===== src/rtl/jt51_wrfifo_pkg.sv =====
// Shared types and constants for the jt51 CPU write FIFO front-end.
package jt51_wrfifo_pkg;

  localparam int unsigned DATA_W  = 8;
  localparam int unsigned ENTRY_W = DATA_W + 1;

  // Drain FSM states.
  typedef enum logic [1:0] {
    IDLE  = 2'd0,
    ISSUE = 2'd1,
    WAIT  = 2'd2
  } state_t;

  // One queued CPU access: a0 travels with its byte so address/data pairing survives.
  typedef struct packed {
    logic              a0;
    logic [DATA_W-1:0] data;
  } entry_t;

  localparam logic [4:0] STATUS_PAD = 5'b0;

endpackage


===== src/rtl/jt51_wrfifo_mem.sv =====
// DEPTH x 9 FIFO storage: registered write port, asynchronous read at rd_ptr.
module jt51_wrfifo_mem
  import jt51_wrfifo_pkg::*;
#(
  parameter int unsigned DEPTH = 4,
  parameter int unsigned AW    = 2
) (
  input  logic          clk,
  input  logic          we,
  input  logic [AW-1:0] wr_ptr,
  input  entry_t        wr_data,
  input  logic [AW-1:0] rd_ptr,
  output entry_t        rd_data_c
);

  entry_t mem [DEPTH];

  always_ff @(posedge clk) begin
    if (we) mem[wr_ptr] <= wr_data;
  end

  assign rd_data_c = mem[rd_ptr];

endmodule


===== src/rtl/jt51_wrfifo.sv =====
// YM2151 CPU write front-end: edge-detected pushes into a FIFO drained into jt51_mmr.
// Optional JT51_WRFIFO_STATS_EN adds drop_cnt and max_level statistics outputs.
module jt51_wrfifo
  import jt51_wrfifo_pkg::*;
#(
  parameter int unsigned DEPTH     = 4,
  parameter int unsigned AW        = 2,
  parameter int unsigned BUSY_MODE = 0
) (
  input  logic        clk,
  input  logic        rst_n,
  input  logic        cs_n,
  input  logic        wr_n,
  input  logic        a0,
  input  logic [7:0]  d_in,
  output logic [7:0]  d_out,
  input  logic        flag_A,
  input  logic        flag_B,
  output logic        mmr_a0,
  output logic [7:0]  mmr_din,
  output logic        mmr_write,
  input  logic        mmr_busy,
  output logic [AW:0] level,
  output logic        overflow
`ifdef JT51_WRFIFO_STATS_EN
  ,
  output logic [7:0]  drop_cnt,
  output logic [AW:0] max_level
`endif
);

  localparam int unsigned LW       = AW + 1;
  localparam logic [AW:0] FULL_LVL = LW'(DEPTH);

  logic          write_c;
  logic          write_l;
  logic          push_c;
  logic          pop_c;
  logic          accept_c;
  logic          drop_c;
  logic          busy_c;
  logic [AW-1:0] wr_ptr;
  logic [AW-1:0] rd_ptr;
  logic          flag_A_s;
  logic          flag_B_s;
  state_t        state;
  state_t        state_nx;
  logic [1:0]    bsh;
  logic [1:0]    bsh_nx;
  logic          mmr_write_nx;
  entry_t        wr_entry_c;
  entry_t        head_c;

  // One entry per CPU access regardless of strobe length.
  assign write_c    = !cs_n && !wr_n;
  assign push_c     = write_c && !write_l;
  assign accept_c   = push_c && ((level != FULL_LVL) || pop_c);
  assign drop_c     = push_c && !accept_c;
  assign wr_entry_c = {a0, d_in};

  jt51_wrfifo_mem #(
    .DEPTH (DEPTH),
    .AW    (AW)
  ) u_mem (
    .clk       (clk),
    .we        (accept_c),
    .wr_ptr    (wr_ptr),
    .wr_data   (wr_entry_c),
    .rd_ptr    (rd_ptr),
    .rd_data_c (head_c)
  );

  generate
    if (BUSY_MODE == 0) begin : g_busy_legacy
      assign busy_c = (level != '0) || (state != IDLE);
    end else begin : g_busy_full
      assign busy_c = (level == FULL_LVL);
    end
  endgenerate

  // Drain FSM state register.
  always_ff @(posedge clk or negedge rst_n) begin
    if (!rst_n) begin
      state     <= IDLE;
      bsh       <= 2'b00;
      mmr_write <= 1'b0;
    end else begin
      state     <= state_nx;
      bsh       <= bsh_nx;
      mmr_write <= mmr_write_nx;
    end
  end

  // Drain FSM next state: pop in IDLE, hold request until busy seen, wait for busy to fall.
  always_comb begin
    state_nx     = state;
    bsh_nx       = bsh;
    mmr_write_nx = mmr_write;
    pop_c        = 1'b0;
    case (state)
      IDLE: begin
        if (level != '0) begin
          pop_c        = 1'b1;
          mmr_write_nx = 1'b1;
          state_nx     = ISSUE;
        end
      end
      ISSUE: begin
        if (mmr_busy) begin
          mmr_write_nx = 1'b0;
          bsh_nx       = 2'b01;
          state_nx     = WAIT;
        end
      end
      WAIT: begin
        bsh_nx = {bsh[0], mmr_busy};
        if (bsh == 2'b10) state_nx = IDLE;
      end
      default: begin
        state_nx     = IDLE;
        mmr_write_nx = 1'b0;
      end
    endcase
  end

  // Pointers, occupancy and the sticky overflow flag.
  always_ff @(posedge clk or negedge rst_n) begin
    if (!rst_n) begin
      write_l  <= 1'b0;
      wr_ptr   <= '0;
      rd_ptr   <= '0;
      level    <= '0;
      overflow <= 1'b0;
    end else begin
      write_l <= write_c;
      if (accept_c) wr_ptr <= wr_ptr + AW'(1);
      if (pop_c)    rd_ptr <= rd_ptr + AW'(1);
      case ({accept_c, pop_c})
        2'b10:   level <= level + LW'(1);
        2'b01:   level <= level - LW'(1);
        default: level <= level;
      endcase
      if (drop_c) overflow <= 1'b1;
    end
  end

  // Head entry presented to mmr on the pop edge, then held until the next pop.
  always_ff @(posedge clk or negedge rst_n) begin
    if (!rst_n) begin
      mmr_a0  <= 1'b0;
      mmr_din <= 8'h00;
    end else if (pop_c) begin
      mmr_a0  <= head_c.a0;
      mmr_din <= head_c.data;
    end
  end

  // Status byte.
  always_ff @(posedge clk or negedge rst_n) begin
    if (!rst_n) begin
      flag_A_s <= 1'b0;
      flag_B_s <= 1'b0;
      d_out    <= 8'h00;
    end else begin
      flag_A_s <= flag_A;
      flag_B_s <= flag_B;
      d_out    <= {busy_c, STATUS_PAD, flag_B_s, flag_A_s};
    end
  end

`ifdef JT51_WRFIFO_STATS_EN
  // Saturating drop counter and occupancy high-water mark.
  always_ff @(posedge clk or negedge rst_n) begin
    if (!rst_n) begin
      drop_cnt  <= 8'h00;
      max_level <= '0;
    end else begin
      if (drop_c && (drop_cnt != 8'hFF)) drop_cnt <= drop_cnt + 8'd1;
      if (level > max_level) max_level <= level;
    end
  end
`endif

endmodule


===== config.mk =====
export PLATFORM = sky130hd
export DESIGN_NAME = jt51_wrfifo
export DESIGN_NICKNAME = d
export VERILOG_FILES = /design/src/rtl/jt51_wrfifo_pkg.sv /design/src/rtl/jt51_wrfifo_mem.sv /design/src/rtl/jt51_wrfifo.sv
export SDC_FILE = /design/constraint.sdc
export NUM_CORES = 1
export LEC_CHECK = 0
export ABC_AREA = 1
export BUFFER_PORTS_ARGS = -buffer_cell sky130_fd_sc_hd__buf_2
export CORE_UTILIZATION = 50
export DETAILED_ROUTE_END_ITERATION = 10
export HOLD_SLACK_MARGIN = 0.06
export PLACE_DENSITY = 0.78
export SKIP_LAST_GASP = 1
export SLEW_MARGIN = 15
export SYNTH_ARGS = -nofsm -noshare
export SYNTH_HDL_FRONTEND = slang
export SYNTH_SLANG_ARGS = --single-unit

===== constraint.sdc =====
create_clock -name clk -period 1.5 [get_ports clk]
set_input_delay 0.45 -clock clk [delete_from_list [all_inputs] [get_ports clk]]
set_output_delay 0.45 -clock clk [all_outputs]
set_load 0.01 [all_outputs]

After elaboration in Yosys (flattened, before gate mapping)
Memory sizes are Yosys's and may differ from the RTL's. A register that Yosys moved wholly into a read port is not among the register bits.
Index checks and enable logic that the tools add are counted.
Operators by class
  add/subtract/negate cells: 4
  equal/unequal tests: 9
  mux-type cells: 14
  bitwise gates (word level): 1
  reduce and logical (&&, ||, !) cells: 19
Operator list (count)
  2-to-1 mux 2 bit: 4
  == test 2 bit (second input constant): 3
  2-to-1 mux 1 bit: 6
  inequality test 2 bit (second input constant): 3
  one-hot mux 2 bit (3 select lines): 1
  one-hot mux 3 bit (2 select lines): 1
  AND reduction 3 bit: 2
  nonzero test 2 bit: 3
  logical NOT 1 bit: 5
  adder 2 x 1 -> 2 bit (second input constant): 2
  == test 2 x 1 -> 1 bit (second input constant): 2
  logical AND 1 bit: 4
  one-hot mux 2 bit (2 select lines): 1
  adder 3 x 1 -> 3 bit (second input constant): 1
  inequality test 3 bit (second input constant): 1
  one-hot mux 1 bit (3 select lines): 1
  nonzero test 3 bit: 1
  subtractor 3 x 1 -> 3 bit (second input constant): 1
  logical NOT 2 bit: 1
  logical OR 1 bit: 2
  AND reduction 2 bit: 1
  NOT 1 bit: 1
Word-level totals
  register bits: 19
  RAM bits: 36
  input port bits: 16
  output and inout port bits: 22
  logic and storage cells: 59
  memories: 1
Memories
  u_mem.mem: words 4, bits a word 9, read ports 1, clocked after memory_dff 1, wr ports 1, RTL line jt51_wrfifo_mem.sv:16  | entry_t mem [DEPTH];

Depth between registers and ports, before layout
  depth after elaboration: 7
  mapped depth: 10
  depth with buffers taken out: 10

Hierarchy
Synthesis repeated with hierarchy kept, for this count alone.
Unflattened totals
  cell total of the unflattened synthesis: 277
  area total of the unflattened synthesis: 2875.3 µm²
Modules (own cells, without submodules)
  jt51_wrfifo_mem: instances 1, cells an instance 148, area each 1647.8 µm², sequential area each 1081.0 µm²
  jt51_wrfifo: instances 1, cells an instance 129, area each 1227.4 µm², sequential area each 700.7 µm²

Least setup slack after synthesis
No wires, ideal clock.
  path kind: in2reg
  start: in wr_n
  end: mem u_mem.mem[0][0] (netlist name), enable pin
  setup time: 0.374 ns
  data arrival time: 1.276 ns
  required time: 1.126 ns
  setup slack: -0.150 ns
  stages on the path: 5
  buffers on the path: 0
  cells stage by stage: inv_1 nand2_1 nor2_2 o21ai_4 nor2_1
On the way
  longest elaborated chain between the ends: 6
Ends and longest elaborated chain
  start, declared: RTL line jt51_wrfifo.sv:13  | input logic wr_n,
  logical NOT 1 bit: RTL line jt51_wrfifo.sv:55  | assign write_c = !cs_n && !wr_n;
  logical AND 1 bit: RTL line jt51_wrfifo.sv:55
  logical AND 1 bit: RTL line jt51_wrfifo.sv:56  | assign push_c = write_c && !write_l;
  logical AND 1 bit: RTL line jt51_wrfifo.sv:57  | assign accept_c = push_c && ((level != FULL_LVL) || pop_c);
  2-to-1 mux 1 bit: RTL line jt51_wrfifo_mem.sv:19  | if (we) mem[wr_ptr] <= wr_data;
  2-to-1 mux 1 bit (implied by the code): RTL line jt51_wrfifo_mem.sv:19
  end, declared: RTL line jt51_wrfifo_mem.sv:16
No other way between the ends.

Worst setup path in the final report
  start: reg state[0]
  end: reg level[2]
On the way
  longest elaborated chain between the ends: 6
  elaborated cells on any way between the ends: 8
  classes of those cells: 2 x eq/ne; 2 x mux; 4 x reduce/logical
Ends and longest elaborated chain
  start, declared: RTL line jt51_wrfifo.sv:46  | state_t state;
  start signal, assigned: RTL line jt51_wrfifo.sv:88  | state <= state_nx;
  logical NOT 2 bit (*): RTL line jt51_wrfifo.sv:100  | case (state)
  2-to-1 mux 1 bit (*): RTL line jt51_wrfifo.sv:100
  logical OR 1 bit: RTL line jt51_wrfifo.sv:57
  logical AND 1 bit: RTL line jt51_wrfifo.sv:57
  == test 2 x 1 -> 1 bit or == test 2 bit (tied branches): RTL line jt51_wrfifo.sv:138  | case ({accept_c, pop_c})
  one-hot mux 3 bit (2 select lines) or nonzero test 2 bit (tied branches)
  end signal, assigned: RTL line jt51_wrfifo.sv:139  | 2'b10: level <= level + LW'(1);
  end signal, assigned: RTL line jt51_wrfifo.sv:140  | 2'b01: level <= level - LW'(1);
  end signal, assigned: RTL line jt51_wrfifo.sv:141  | default: level <= level;
  end, declared: RTL line jt51_wrfifo.sv:23  | output logic [AW:0] level,
Every way passes the cells marked *; elsewhere a longest branch is shown, timed or not.
A chain may end at the register's enable or synchronous reset.

==> flow_summary.ini <==
[power]
p_leak_uw = 0.00136
p_sw_share_pct = 34.8
ir_drop_mv = 0.969
pwr-share-clk_pct = 23.5
combPwrFrac_pct = 37.5
internal_power_uw = 4170
p_sw_uw = 2230
seqPwrFrac_pct = 39.0
powerDensity_mw_per_mm2 = 2010

[yosys]
syn-cell-area_mm2 = 0.00262
synth_top_cell_by_area = edfxtp_1
avgSynthCellArea_um2 = 11.5
synth.most_common_cell = nor2_1
synth_top_area_share_pct = 41.3
synth_edf_count = 36
synth_top_cells_by_count = nor2_1 (55), edfxtp_1 (36), dfrtp_1 (28)
netlist-cell-type-count = 31
postSynth.asyncResetShare_pct = 43.8
netlist_instances = 228
synth_warnings = 0
netlist_top_cells_area = edfxtp_1 (41%), dfrtp_1 (27%), nor2_1 (7.9%)
synthFlopType = edfxtp_1
ys_ff_latch = 64
seq_area_frac_synth_pct = 68.1

[clocking]
cts_max_path_buffers = 2
cts.htree.levels = 3
cts-root-buf = clkbuf_8
cts_made_buffers = 9
cts_sinks = 64
ctsHoldBuffers = 0
clock_latency_ps = 330
path_clk_slew_ps = 60
cts_tree = yes

[timing]
hold_violations = 0
rsz0062_at_grt = yes
finalMaxSlewViolations = 0
fmax_mhz = 675
finalCritPeriodShare_pct = 98.8
setup_viol = 0
period_needed_ps = 1480
skew_ps = 3.27

[detailed_routing]
vias = 1729
ant_nets = 0
drtPass1Iterations = 4
totalWireLength_um = 4560
wire_per_inst_um = 12.8
drt_iter0_markers = 78
drc = 0
via_per_inst = 4.86

[critical_path]
cpLargestDelayFamily = flip-flops
critPathKind = reg -> reg
timing.rr.start = state[0]
ff2ff_path_depth = 10
crit_arrival_ps = 1760
end_kind = register
slowest_delay_ps = 400
timing.critical_path.required_ps = 1780
cp.buffers_inverters = 4
critPathLaunchType = register
cp_max_fo = 3
timing.rr.end = level[2]
cpMaxStageDelayCell = dfrtp_1
crit_path_start = state[0]
crit_chain = inv_1, nand2_2, inv_2, nand3_2, fa_2, inv_2, nand4_1, nand3_1, nand2_1, inv_1
reg2reg_slack_ps = 20

[place]
place_hpwl_um = 3040
io_buffers = 32
place_area_mm2 = 0.00295
place.gp.congestion = 0.852

[layout]
fin_nets = 305
post-route-util_pct = 65.4
diodes = 0
multi_input_area_um2 = 698
layout-drive-gt1-share_pct = 29.8
design_area_mm2 = 0.00319
syn_to_final_growth_pct = 21.9
register_area_mm2 = 0.00178
fillers = 392

[run]
drv_cap = 0

[floorplanning]
fp.dieH_um = 74.4
num_rows = 25
die_area_mm2 = 0.00553
core_mm2 = 0.00488
initial_core_util_pct = 53.6
chipWidth_um = 74.4
ios = 38

[run_status]
run_status = finished, final reports clean

[hold_path]
min_path_type = in -> async

[global_routing]
grt.overflow.total = 0
grt_max_degree = 29
grt.total_usage_pct = 19.7
antenna_found_initial = 0
grt_pass1_wl_um = 7580
grt_pass1_vias = 1707
state kept, by name, indices dropped and copies added (netlist names):
name       cells
wr_ptr         2
rd_ptr         2
flag_B_s       1
bsh            2
mmr_din        8
level          3
u_mem.mem     36
state          2
flag_A_s       1
mmr_a0         1
d_out          3
write_l        1
overflow       1
mmr_write      1
through the flow:
step,hold slack (ps),total power (uW),TNS [ps],std cells,worst slack [ps]
floorplan,154,4070,-5450,232,-150
global placement,334,4750,-825,338,-54.8
detailed placement,342,4860,-1830,338,-90.1
CTS,110,6390,0,354,10.3
global route,125,6920,-753,356,-86.0
finish,114,6400,0,356,17.7
worst max path at each step:
stage	slack, ps	depth (start not counted)	endpoint
6_report	20	10	level[2]
3_3_place_gp	-50	8	level[1]
3_5_place_dp	-90	8	level[1]
2_1_floorplan	-150	5	u_mem.mem[0][0]
5_1_grt	-90	8	level[1]
4_1_cts	10	8	level[1]
power by group through the flow:
stage / combinational, uW / sequential [uW] / clock (uW)
after CTS: 2360 / 2500 / 1540
after global routing: 2750 / 2540 / 1630
after detailed placement: 2340 / 2530 / 0
final: 2400 / 2490 / 1510
after floorplan: 1480 / 2590 / 0
after global placement: 2240 / 2510 / 0
timing repair:
item	CTS	global route
resized for setup	1	8
endpoints found under the setup margin	1	16
buffers inserted	0	1
pin swaps	0	1
gates cloned	0	1
per-layer routing:
metal  vias to the layer above  wire, um  track usage, %
met2                        42      2450            34.0
met3                         2       246            8.81
li1                        857         -               -
met1                       828      1840            21.9
met4                         0        20            5.87
met5                         -         0               0
placed cells by master (no fill, tap or decap), types with 2 or more instances in the layout:
| master | count |
|---|---|
| o21ai_0 | 21 |
| buf_2 | 32 |
| nor2_2 | 2 |
| clkinv_2 | 2 |
| nand2_2 | 5 |
| a31oi_1 | 9 |
| inv_2 | 5 |
| nor2_1 | 53 |
| inv_1 | 19 |
| dfrtp_1 | 27 |
| bufinv_16 | 2 |
| nand2_1 | 10 |
| nand3_2 | 2 |
| clkbuf_1 | 2 |
| nand3_1 | 3 |
| nor2_4 | 2 |
| o21ai_1 | 4 |
| edfxtp_1 | 36 |
| conb_1 | 5 |
| clkbuf_8 | 9 |
| ha_1 | 4 |
| xor2_1 | 3 |
| clkinv_1 | 2 |
| buf_4 | 18 |
final cells by class:
cell class                 count  share of cell area [%]
clock inverter                 5                    2.31
tap                           67                    2.63
sequential                    64                    55.9
multi-input combinational    132                    21.9
clock buffer                  11                    4.12
timing repair buffer          52                    10.2
inverter                      25                    2.94
logic make-up (layout without fill, tap and decap cells):
logic type,after synthesis,in the layout,share of synthesized area (%)
buffers and inverters,36,93,6.50
other,1,5,0.143
adders and majority gates,5,5,2.68
DFF,64,64,68.1
xor gates and xnor gates,3,3,1.00
and+or+nand+nor,81,81,13.3
AOI/OAI and AO/OA,38,38,8.32
(Power assumes the default switching activity.)
